File: config.mk
export PLATFORM = sky130hd
export DESIGN_NAME = mem_read_sequencer
export DESIGN_NICKNAME = d
export VERILOG_FILES = /design/src/rtl/mem_seq_pkg.sv /design/src/rtl/mem_seq_addr_gen.sv /design/src/rtl/mem_read_sequencer.sv
export SDC_FILE = /design/constraint.sdc
export NUM_CORES = 1
export LEC_CHECK = 0
export CORE_ASPECT_RATIO = 0.7
export CORE_MARGIN = 2
export CORE_UTILIZATION = 35
export CTS_CLUSTER_DIAMETER = 60
export DETAILED_ROUTE_END_ITERATION = 8
export SLEW_MARGIN = 20
export SYNTH_ARGS = -nofsm -noshare
export SYNTH_HDL_FRONTEND = slang
export SYNTH_SLANG_ARGS = --single-unit
File: constraint.sdc
create_clock -name i_clk -period 2.8 [get_ports i_clk]
set_input_delay 0.56 -clock i_clk [delete_from_list [all_inputs] [get_ports i_clk]]
set_output_delay 0.56 -clock i_clk [all_outputs]
set_load 0.03 [all_outputs]
File: src/rtl/mem_seq_pkg.sv
// rtl/mem_seq_pkg.sv - FSM state encoding and width helper for mem_read_sequencer
package mem_seq_pkg;

  typedef enum logic [1:0] {
    IDLE  = 2'd0,
    ISSUE = 2'd1,
    OUT   = 2'd2,
    DONE  = 2'd3
  } seq_state_t;

  // Address and data share one width: twice the memory size parameter.
  function automatic int addr_w(input int n);
    return 2 * n;
  endfunction

endpackage

File: src/rtl/mem_seq_addr_gen.sv
// rtl/mem_seq_addr_gen.sv - sweep address register with wrap-around increment and end flag
module mem_seq_addr_gen #(
  parameter int AW = 4
) (
  input  logic          i_clk,
  input  logic          i_rst,
  input  logic          i_load,
  input  logic [AW-1:0] i_start_addr,
  input  logic [AW-1:0] i_end_addr,
  input  logic          i_inc,
  output logic [AW-1:0] o_cur,
  output logic [AW-1:0] o_next,
  output logic          o_at_end
);

  logic [AW-1:0] r_cur;
  logic [AW-1:0] r_end;
  logic [AW-1:0] w_next;

  // Natural overflow of the AW-bit add gives the wrap from all-ones to zero.
  assign w_next = r_cur + AW'(1);

  // Load the sweep bounds on an accepted start, step on each consumer handshake
  always_ff @(posedge i_clk) begin
    if (i_rst) begin
      r_cur <= '0;
      r_end <= '0;
    end else if (i_load) begin
      r_cur <= i_start_addr;
      r_end <= i_end_addr;
    end else if (i_inc) begin
      r_cur <= w_next;
    end
  end

  assign o_cur    = r_cur;
  assign o_next   = w_next;
  assign o_at_end = (r_cur == r_end);

endmodule

File: src/rtl/mem_read_sequencer.sv
// rtl/mem_read_sequencer.sv - address-sweeping read master for memory_code; optional CHECKSUM_EN adds an XOR checksum port
module mem_read_sequencer
  import mem_seq_pkg::*;
#(
  parameter int N      = 2,
  parameter int RD_LAT = 1
) (
  input  logic             i_clk,
  input  logic             i_rst,
  input  logic             i_start,
  input  logic [2*N-1:0]   i_start_addr,
  input  logic [2*N-1:0]   i_end_addr,
  output logic             o_busy,
  output logic             o_done,
  output logic [2*N-1:0]   o_mem_address,
  output logic             o_mem_en,
  output logic             o_mem_read_en,
  input  logic [2*N-1:0]   i_mem_data,
  output logic             o_out_valid,
  input  logic             i_out_ready,
  output logic [2*N-1:0]   o_out_addr,
  output logic [2*N-1:0]   o_out_data
`ifdef CHECKSUM_EN
  ,
  output logic [2*N-1:0]   o_checksum
`endif
);

  localparam int AW = addr_w(N);
  localparam int CW = $clog2(RD_LAT + 1);

  seq_state_t    r_state;
  logic [CW-1:0] r_cnt;
  logic          r_busy;
  logic          r_done;
  logic [AW-1:0] r_mem_address;
  logic          r_mem_en;
  logic          r_out_valid;
  logic [AW-1:0] r_out_addr;
  logic [AW-1:0] r_out_data;

  logic          w_load;
  logic          w_last_wait;
  logic          w_capture;
  logic          w_handshake;
  logic [AW-1:0] w_cur;
  logic [AW-1:0] w_cur_next;
  logic          w_at_end;

  assign w_load      = (r_state == IDLE) && i_start;
  assign w_last_wait = (r_cnt == CW'(RD_LAT - 1));
  assign w_capture   = (r_state == ISSUE) && w_last_wait;
  assign w_handshake = (r_state == OUT) && i_out_ready;

  mem_seq_addr_gen #(
    .AW(AW)
  ) u_addr_gen (
    .i_clk       (i_clk),
    .i_rst       (i_rst),
    .i_load      (w_load),
    .i_start_addr(i_start_addr),
    .i_end_addr  (i_end_addr),
    .i_inc       (w_handshake && !w_at_end),
    .o_cur       (w_cur),
    .o_next      (w_cur_next),
    .o_at_end    (w_at_end)
  );

  // Sweep FSM; every memory and consumer output is a register written here
  always_ff @(posedge i_clk) begin
    if (i_rst) begin
      r_state       <= IDLE;
      r_cnt         <= '0;
      r_busy        <= 1'b0;
      r_done        <= 1'b0;
      r_mem_address <= '0;
      r_mem_en      <= 1'b0;
      r_out_valid   <= 1'b0;
      r_out_addr    <= '0;
      r_out_data    <= '0;
    end else begin
      r_done <= 1'b0;
      case (r_state)
        IDLE: begin
          if (i_start) begin
            // The address generator loads on this same edge, so drive the
            // memory straight from the start input.
            r_state       <= ISSUE;
            r_cnt         <= '0;
            r_busy        <= 1'b1;
            r_mem_en      <= 1'b1;
            r_mem_address <= i_start_addr;
          end
        end
        ISSUE: begin
          if (w_last_wait) begin
            r_state       <= OUT;
            r_mem_en      <= 1'b0;
            r_mem_address <= '0;
            r_out_valid   <= 1'b1;
            r_out_addr    <= w_cur;
            r_out_data    <= i_mem_data;
          end else begin
            r_cnt <= r_cnt + CW'(1);
          end
        end
        OUT: begin
          if (i_out_ready) begin
            r_out_valid <= 1'b0;
            if (w_at_end) begin
              r_state <= DONE;
              r_done  <= 1'b1;
            end else begin
              r_state       <= ISSUE;
              r_cnt         <= '0;
              r_mem_en      <= 1'b1;
              r_mem_address <= w_cur_next;
            end
          end
        end
        DONE: begin
          r_state <= IDLE;
          r_busy  <= 1'b0;
        end
        default: r_state <= IDLE;
      endcase
    end
  end

  assign o_busy        = r_busy;
  assign o_done        = r_done;
  assign o_mem_address = r_mem_address;
  assign o_mem_en      = r_mem_en;
  assign o_mem_read_en = r_mem_en;
  assign o_out_valid   = r_out_valid;
  assign o_out_addr    = r_out_addr;
  assign o_out_data    = r_out_data;

`ifdef CHECKSUM_EN
  logic [AW-1:0] r_checksum;

  // Running XOR of the sweep's words; cleared on start, held after DONE
  always_ff @(posedge i_clk) begin
    if (i_rst) begin
      r_checksum <= '0;
    end else if (w_load) begin
      r_checksum <= '0;
    end else if (w_capture) begin
      r_checksum <= r_checksum ^ i_mem_data;
    end
  end

  assign o_checksum = r_checksum;
`endif

endmodule
==> results by stage <==
Outcome:
- The flow ran to the end, and the final reports show no timing, DRC or antenna violations.

Power and ir drop:
- The analysis attributes to cell leakage a power of between 0.6 and 0.7 nW.
- The worst-case IR drop observed on VDD is ~0.37 mV.
- The post-layout total power is ~1.5 mW.
- The power density of the placed cells is approximately 860 nW/µm².

Drt:
- The number of design rule violations left after detail routing is 0.
- The number of vias per cell after detailed routing is ~4.7.
- The number of DRC markers after the initial detailed-route iteration is 34.
- The number of iterations in the first detailed-routing pass is 4.
- The routed wire length per instance is approximately 13 µm.
- The via count is roughly 1000.
- The routed design has about 2.7 mm of wire.
- The detail route stage leaves a number of antenna-violating nets equal to 0.

GRT:
- The initial antenna violation count came to 0.
- The number of global-route vias before repair came to 917.
- The overall global routing resource usage is 0.1394.
- The wire length of the first global-routing pass is ~4.4 mm.
- The remaining global-route overflow is 0.
- Entering global routing, the biggest net connects 22 pins.

Clocking:
- The clock tree from TritonCTS is yes.
- Gates resized during post-CTS repair numbered 0.
- The tree is rooted in a sky130_fd_sc_hd__clkbuf_8.
- The clock network latency to the later pin of the worst-skew pair is 0.27 ns.
- For this design, the CTS-stage hold fixing added 0 buffers.
- Clock-pin slew was measured on the worst setup and hold paths at approximately 0.09 ns.
- In this run the post-CTS setup repair buffer count came out at 0.
- The H-tree level count is 1.
- The tree built by TritonCTS fans out to 26 sinks.
- The number of clock buffers added by TritonCTS is 3.
- The clock passes through at most 2 buffers.

Synthesis:
- Of the post-synthesis cell area, the dominant cell type holds 0.4012.
- The number of distinct library cell variants in the gate-level netlist after synthesis is 37.
- Summing every instance area after synthesis gives ~1300 µm².
- Synthesis handed over a netlist of about 140 instances.
- When the netlist entered floorplanning its net count stood at between 150 and 200.
- The sequential fraction of the synthesis area is 0.4012.
- The synthesized design spends more area on one cell type than any other, namely sky130_fd_sc_hd__dfxtp_1.
- The synthesized design contains 26 register bits.
- The number of warning messages in the yosys log is 0.
- Dividing the synthesized area by the synthesized cell count gives 9.471 µm².
- Ranked by total cell area, the synthesized netlist is headed by sky130_fd_sc_hd__dfxtp_1 40%, sky130_fd_sc_hd__mux2i_1 6.9%, sky130_fd_sc_hd__ha_1 5.8%.

Final layout:
- For this run, the post-layout net count is 188.
- The area overhead of the layout relative to synthesis is 31.34%.
- The fraction of layout instances using a drive strength above 1 is 0.09091.
- The finished cells cover 1704 µm².
- The number of antenna repair diodes is 0.

Setup path:
- The endpoint class of the critical path is a flip-flop.
- Of all nets on the critical path, the largest fanout is 11.
- The setup check on the worst reg-to-reg path leaves a slack of between 0.7 and 0.8 ns.
- STA classifies the critical path startpoint as a flip-flop.
- At the worst endpoint, the arrival time is approximately 2.2 ns.
- The worst setup path is of the flip-flop to flip-flop kind.
- The data required time of the worst path is 2.96 ns.

Placed design:
- The HPWL reported at the end of detailed placement is about 2 mm.
- The area of placed instances is roughly 1600 µm².
- Input and output buffers added on the ports amount to 32.
- The congestion estimate from routability-driven global placement came to slightly above 0.7.

Floorplanning:
- Pin placement for this block handled 33 I/O pins.
- The die covers around 4200 µm².
- The floorplan has 18 rows.
- The starting density of the core is 0.3669.
- The die boundary width is roughly 77 µm.
- The height of the chip is ~55 µm.
- The core region is 3536 µm².

STA:
- Dividing the final minimum period by the clock period gives 0.7157.
- The max-slew violation count is 0.
- The total count of hold-check failures in the final report is 0.
- The accumulated negative setup slack is 0 ns.
- The maximum clock rate is about 500 MHz.
- Headroom to the max-slew limit came out at 0.5014.
- The clock arrives with about 0.0015 ns of skew.
- The total of endpoints with negative setup slack in the final report is 0.
- The final critical path time including I/O delays and setup is roughly 2 ns.
- Setup repair after global routing left no endpoint under its margin.
- The slew of the pin with the lowest slew margin is ~0.75 ns.

Worst hold path:
- The tightest min-delay check is of the flip-flop to flip-flop type.

Flow run:
- The tool flagged a number of max-cap violations equal to 0.
cells in the final DEF, fill, tap and decap left out, types with 3 or more instances in the layout:
| cell type | count |
|---|---|
| sky130_fd_sc_hd__a211oi_1 | 5 |
| sky130_fd_sc_hd__nor2_1 | 17 |
| sky130_fd_sc_hd__xnor2_1 | 4 |
| sky130_fd_sc_hd__inv_1 | 3 |
| sky130_fd_sc_hd__nand2_1 | 11 |
| sky130_fd_sc_hd__mux2i_1 | 9 |
| sky130_fd_sc_hd__nor2b_1 | 5 |
| sky130_fd_sc_hd__clkdlybuf4s50_1 | 32 |
| sky130_fd_sc_hd__dfxtp_1 | 26 |
| sky130_fd_sc_hd__mux2_4 | 3 |
| sky130_fd_sc_hd__a21oi_1 | 8 |
| sky130_fd_sc_hd__nand2b_1 | 5 |
| sky130_fd_sc_hd__clkbuf_8 | 4 |
| sky130_fd_sc_hd__ha_1 | 6 |
worst paths after layout:
| check | to | cells past startpoint | from |
|---|---|---|---|
| worst max register to register | o_mem_address[2] | 6 | r_state[0] |
| worst max-delay path | o_mem_address[2] | 6 | r_state[0] |
| worst min register to register | u_addr_gen.r_end[3] | 2 | u_addr_gen.r_end[3] |
| worst min-delay path | u_addr_gen.r_end[3] | 2 | u_addr_gen.r_end[3] |
state kept, by name (all words and copies together) (netlist names):
register and count:
o_mem_address 4, o_out_addr 4, o_out_data 4, u_addr_gen.o_cur 4, u_addr_gen.r_end 4, r_state 2, o_busy 1, o_done 1
o_mem_en 1, o_out_valid 1
power by group:
group          leakage [nW]  internal [mW]  total (mW)  switching (mW)
Sequential            0.214          0.453       0.517          0.0640
Clock                0.0288          0.126       0.241           0.115
Combinational         0.393          0.331       0.708           0.377
Total                 0.635          0.910        1.47           0.556
layout make-up:
class | count | area [µm²]
multi-input combinational | 99 | 726.9
inverter | 3 | 11.26
sequential | 26 | 520.5
fill | 360 | 1832
clock buffer | 4 | 55.05
tap | 50 | 62.56
timing repair buffer | 33 | 327.8
Yosys cell counts:
cell	n
sky130_fd_sc_hd__o21a_1	1
sky130_fd_sc_hd__clkbuf_1	5
sky130_fd_sc_hd__and4_4	1
sky130_fd_sc_hd__a31oi_1	1
sky130_fd_sc_hd__nand2b_1	5
sky130_fd_sc_hd__a211oi_2	1
sky130_fd_sc_hd__nand3_1	2
sky130_fd_sc_hd__mux2_1	2
sky130_fd_sc_hd__and4_1	2
sky130_fd_sc_hd__inv_1	3
sky130_fd_sc_hd__nor4_1	2
sky130_fd_sc_hd__a211oi_1	5
sky130_fd_sc_hd__buf_4	1
sky130_fd_sc_hd__nor3b_2	1
sky130_fd_sc_hd__a211o_4	1
sky130_fd_sc_hd__buf_1	2
sky130_fd_sc_hd__o21ai_1	1
sky130_fd_sc_hd__dfxtp_1	26
sky130_fd_sc_hd__and2_1	1
sky130_fd_sc_hd__nor2_1	17
sky130_fd_sc_hd__mux2_4	3
sky130_fd_sc_hd__nand4b_1	2
sky130_fd_sc_hd__xor2_1	1
sky130_fd_sc_hd__xnor2_1	4
sky130_fd_sc_hd__ha_1	6
sky130_fd_sc_hd__a22oi_1	1
sky130_fd_sc_hd__nand3b_1	1
sky130_fd_sc_hd__nor3_1	1
sky130_fd_sc_hd__nand2_1	11
sky130_fd_sc_hd__a221oi_1	1
sky130_fd_sc_hd__a21oi_1	8
sky130_fd_sc_hd__clkbuf_2	1
sky130_fd_sc_hd__xnor2_2	1
sky130_fd_sc_hd__mux2i_1	9
sky130_fd_sc_hd__a41oi_2	1
sky130_fd_sc_hd__and3_2	1
sky130_fd_sc_hd__nor2b_1	5
routing by layer:
layer,global-route usage,vias up,wire [µm]
met4,0.02727,0,14
met2,0.2310,24,1171
met1,0.1848,454,1399
li1,-,533,-
met5,0,-,0
met3,0.04221,2,122
stage by stage:
stage,setup slack [ns],instances,hold WS [ns],utilization
detailed placement,0.6350,211,0.4645,0.4664
finish,0.7961,215,0.4789,0.4820
floorplan,1.158,137,0.4496,-
global placement,0.6732,211,0.4634,0.4664
CTS,0.7844,215,0.4773,0.4820
global route,0.6192,215,0.5067,0.4820
critical path: stages (launching register included):
cell	delay (ns)
sky130_fd_sc_hd__dfxtp_1	0.34
sky130_fd_sc_hd__inv_1	0.14
sky130_fd_sc_hd__ha_1	0.42
sky130_fd_sc_hd__inv_1	0.11
sky130_fd_sc_hd__o21ai_1	0.39
sky130_fd_sc_hd__a211o_4	0.20
sky130_fd_sc_hd__mux2_4	0.30
cell families (layout without fill, tap and decap cells):
logic type / after synthesis / after routing / share of synthesized area
AO/OA/AOI/OAI: 21 / 21 / 0.1225
AND/OR/NAND/NOR: 52 / 52 / 0.2122
adder cells (fa/ha/maj): 6 / 6 / 0.05786
XOR/XNOR: 6 / 6 / 0.04629
buffers and inverters: 12 / 40 / 0.03857
multiplexers: 14 / 14 / 0.1215
flip-flops: 26 / 26 / 0.4012
Power figures use the tool's default switching activity.
